$ cat src/rtl/full_adder_join_core_pkg.sv
// Shared constants for the full_adder_join_core bit-slice adder.
package full_adder_join_core_pkg;
    localparam int DEFAULT_WIDTH = 1;
endpackage

$ cat src/rtl/full_adder_join_core_half_adder.sv
// Half adder: sum and generate of two single-bit operands.
module half_adder (
    input  logic x,
    input  logic y,
    output logic s,
    output logic co
);
    assign s  = x ^ y;
    assign co = x & y;
endmodule

$ cat src/rtl/full_adder_join_core.sv
// Ripple-carry adder built from full-adder slices, each made of two half adders,
// with a combinational result and a registered copy qualified by in_valid.
module full_adder_join_core
    import full_adder_join_core_pkg::*;
#(
    parameter int WIDTH = DEFAULT_WIDTH
) (
    input  logic             clk,
    input  logic             rst,
    input  logic [WIDTH-1:0] a,
    input  logic [WIDTH-1:0] b,
    input  logic             c,
    input  logic             in_valid,
    output logic [WIDTH-1:0] fsum,
    output logic             fcarry_out,
    output logic [WIDTH-1:0] sum_q,
    output logic             carry_q,
    output logic             valid_q
);
    // k[i] is the carry into slice i; k[WIDTH] is the carry out of the MSB slice.
    logic [WIDTH:0]   k;
    logic [WIDTH-1:0] p;
    logic [WIDTH-1:0] g1;
    logic [WIDTH-1:0] g2;

    assign k[0] = c;

    for (genvar i = 0; i < WIDTH; i++) begin : g_slice
        half_adder ha1 (
            .x  (a[i]),
            .y  (b[i]),
            .s  (p[i]),
            .co (g1[i])
        );
        half_adder ha2 (
            .x  (p[i]),
            .y  (k[i]),
            .s  (fsum[i]),
            .co (g2[i])
        );
        assign k[i+1] = g1[i] | g2[i];
    end

    assign fcarry_out = k[WIDTH];

    // Result registers hold when in_valid is low; valid_q marks a fresh capture.
    always_ff @(posedge clk or posedge rst) begin
        if (rst) begin
            sum_q   <= '0;
            carry_q <= 1'b0;
            valid_q <= 1'b0;
        end else begin
            valid_q <= in_valid;
            if (in_valid) begin
                sum_q   <= fsum;
                carry_q <= fcarry_out;
            end
        end
    end
endmodule

$ cat config.mk
export PLATFORM = sky130hd
export DESIGN_NAME = full_adder_join_core
export DESIGN_NICKNAME = d
export VERILOG_FILES = /design/src/rtl/full_adder_join_core_pkg.sv /design/src/rtl/full_adder_join_core_half_adder.sv /design/src/rtl/full_adder_join_core.sv
export SDC_FILE = /design/constraint.sdc
export NUM_CORES = 1
export LEC_CHECK = 0
export ABC_CLOCK_PERIOD_IN_PS = 4500
export CAP_MARGIN = 20
export CORE_AREA = 5 5 42 44
export DETAILED_ROUTE_END_ITERATION = 8
export DIE_AREA = 0 0 47 49
export PLACE_DENSITY = 0.3
export SLEW_MARGIN = 5
export SYNTH_ARGS = -nofsm -noshare
export SYNTH_HDL_FRONTEND = slang
export SYNTH_SLANG_ARGS = --single-unit
$ cat constraint.sdc
create_clock -name clk -period 4.5 [get_ports clk]
set_clock_uncertainty 0.2 [all_clocks]
set_input_delay 1.35 -clock clk [delete_from_list [all_inputs] [get_ports clk]]
set_output_delay 1.35 -clock clk [all_outputs]
set_load 0.1 [all_outputs]
==> key figures <==
Status
  – Result of the run: finished clean

Placed design
  – RD Place Congestion: 0.639
  – Area after DPL: 262 um2
  – # port buffers: 10
  – Pre-CTS setup slack: 0.364 ns

Layout
  – Synth-to-layout area growth: 137%
  – Fraction of final layout cells sized beyond drive strength 1: 0.333
  – Final design area excluding fillers: 288 um2
  – NumNets Final: 29
  – Number of filler instances in the final layout: 164
  – Number of diodes added for antenna fixing: 0

Floorplanning
  – Site row count: 14
  – Die span in y: 49 um
  – Count of boundary I/O pins: 11
  – Die area: 2300 um2
  – Core Area: 1400 um2
  – Starting utilization of the core area: 0.0866
  – Die Width: 47 um

Timing
  – Hold WS: 0.298 ns
  – Post-layout minimum cycle time: 4.13 ns
  – Post-route clock period utilization: 0.918
  – Endpoints failing setup: 0
  – Final Max Tran Viols: 0
  – Worst Tran Pin Value: 0.974 ns
  – Setup TNS: 0 ns
  – Setup repair after global routing missed its margin: false
  – Relative max-transition margin: 0.349
  – Count of endpoints failing hold in the final timing report: 0
  – Slack of the critical path: 0.370 ns
  – Maximum clock frequency: 242 MHz

Global route
  – Number of antenna violations at the first check in global routing: 0
  – Wire length of the first global-routing pass: 579 um
  – Maximum number of pins on one net before global-route repair: 4
  – Total congestion overflow: 0
  – Vias in the first global route: 146
  – Global Route Usage Sum: 0.0438

Power
  – P per Cell Area: 513 nW/um2
  – Worst vdd ir: 78.2 uV
  – Leakage Power: 0.121 nW
  – Total power: 148 uW

Synthesis
  – Total nets after synthesis: 14
  – Number of warning messages in the yosys log: 0
  – Netlist Area Pre-Place: 121 um2
  – Synthesized instance count: 7
  – Average cell area after synthesis: 17.3 um2
  – Register area share after synthesis: 0.619
  – Cell variety after synth: 4
  – FF+latch count, synth: 3

Route
  – Drt drc: 0
  – Amount of wire on met2 after detailed routing: 152 um
  – Met3 layer wire length in the routed design: 106 um
  – Vias per inst: 2.92
  – Final antenna-violating net count: 0
  – Drt initial violations: 0
  – Via count: 108
  – Iteration count of the initial detailed-routing pass: 1
  – Total wirelength of the detailed-routed design: 385 um
  – Avg WL per Cell: 10.4 um
  – Met1 Wirelength: 126 um
  – Top layer in use: met3

CTS
  – Clock tree from TritonCTS: done
  – Number of buffers added for setup after CTS: 0
  – Root buf cell: sky130_fd_sc_hd__clkbuf_4
  – Total of hold buffers inserted after clock tree synthesis: 0
  – H-tree depth: 1
  – Resized cells post-CTS: 0
  – Clock buffers created by TritonCTS: 3
  – Clk_lat worst skew: 0.23 ns
  – CTS Sinks: 3
  – Clock slew at the register clock pins of the worst setup and hold paths: 0.03 ns
  – Max Root-Sink Buffers: 2

Critical path
  – Endpoint arrival time on the critical path: 2.58 ns
  – Data required, critical path: 2.95 ns
  – Startpoint Class: input pin
  – Max Fanout on Critical Path: 2
  – Crit path kind: input pin to output port
  – Worst reg-to-reg path cell count: 1
  – CP Capture Type: output port

Job
  – Max-capacitance violation count: 0

Worst hold path
  – Number of cells traversed by the worst hold path: 1
  – Worst hold path class: flip-flop to flip-flop
-- cell families (layout without fill, tap and decap cells) --
kind of cell | after synthesis | in the layout | synth area share
adder cells (fa/ha/maj) | 1 | 1 | 0.165
buffers and inverters | 1 | 15 | 0.0309
flip-flops | 3 | 3 | 0.619
multiplexers | 2 | 2 | 0.186
-- cell usage in the layout (no fill, tap or decap) --
master	Yosys	routed
sky130_fd_sc_hd__fa_1	1	1
sky130_fd_sc_hd__inv_1	1	1
sky130_fd_sc_hd__clkdlybuf4s50_1	0	8
sky130_fd_sc_hd__clkbuf_1	0	1
sky130_fd_sc_hd__clkbuf_4	0	3
sky130_fd_sc_hd__buf_12	0	2
sky130_fd_sc_hd__dfrtp_1	3	3
sky130_fd_sc_hd__mux2_2	2	2
-- state kept, by name, indices dropped and copies added, names as in the netlist --
| register | cells |
|---|---|
| carry_q | 1 |
| sum_q | 1 |
| valid_q | 1 |
-- Yosys cell counts (all sizes together) --
| cell type | instances | share of area |
|---|---|---|
| fa | 1 | 0.16 |
| inv | 1 | 0.031 |
| dfrtp | 3 | 0.62 |
| mux2 | 2 | 0.19 |
-- through the flow --
step | std cells | utilization
floorplan | 7 | -
global placement | 33 | 0.187
detailed placement | 33 | 0.187
CTS | 37 | 0.205
global route | 37 | 0.205
finish | 37 | 0.205
-- final timing paths --
path                                             to  slack, ns                 from
worst max-delay path                           fsum       0.37                    a
worst min-delay path            carry_q$_DFFE_PP0P_       0.30  carry_q$_DFFE_PP0P_
worst max register to register    sum_q$_DFFE_PP0P_       3.56    sum_q$_DFFE_PP0P_
worst min register to register  carry_q$_DFFE_PP0P_       0.30  carry_q$_DFFE_PP0P_
max in group asynchronous       carry_q$_DFFE_PP0P_       2.87                  rst
min in group asynchronous         sum_q$_DFFE_PP0P_       1.09                  rst
-- where the power goes --
| group | switching, mW | internal, mW | leakage [nW] |
|---|---|---|---|
| clock | 0.0133 | 0.0332 | 0.0150 |
| combinational | 0.0482 | 0.0211 | 0.0706 |
| sequential | 0.00144 | 0.0305 | 0.0350 |
-- critical path, stage by stage --
cell	delay, ns
sky130_fd_sc_hd__clkdlybuf4s50_1	0.43
sky130_fd_sc_hd__fa_1	0.61
sky130_fd_sc_hd__buf_12	0.19
-- metal layers --
metal / track usage / vias up
met5: 0 / -
met4: 0.0691 / 0
met3: 0.0443 / 0
met2: 0.0452 / 11
met1: 0.0332 / 48
li1: - / 49
-- area by class of cell --
type                       instances  area (um2)  area share
timing repair buffer              10         120       0.417
multi-input combinational          3        42.5       0.148
clock buffer                       4        26.3      0.0913
inverter                           1        3.75      0.0130
sequential                         3        75.1       0.261
tap                               16        20.0      0.0696
(Power assumes the default switching activity.)
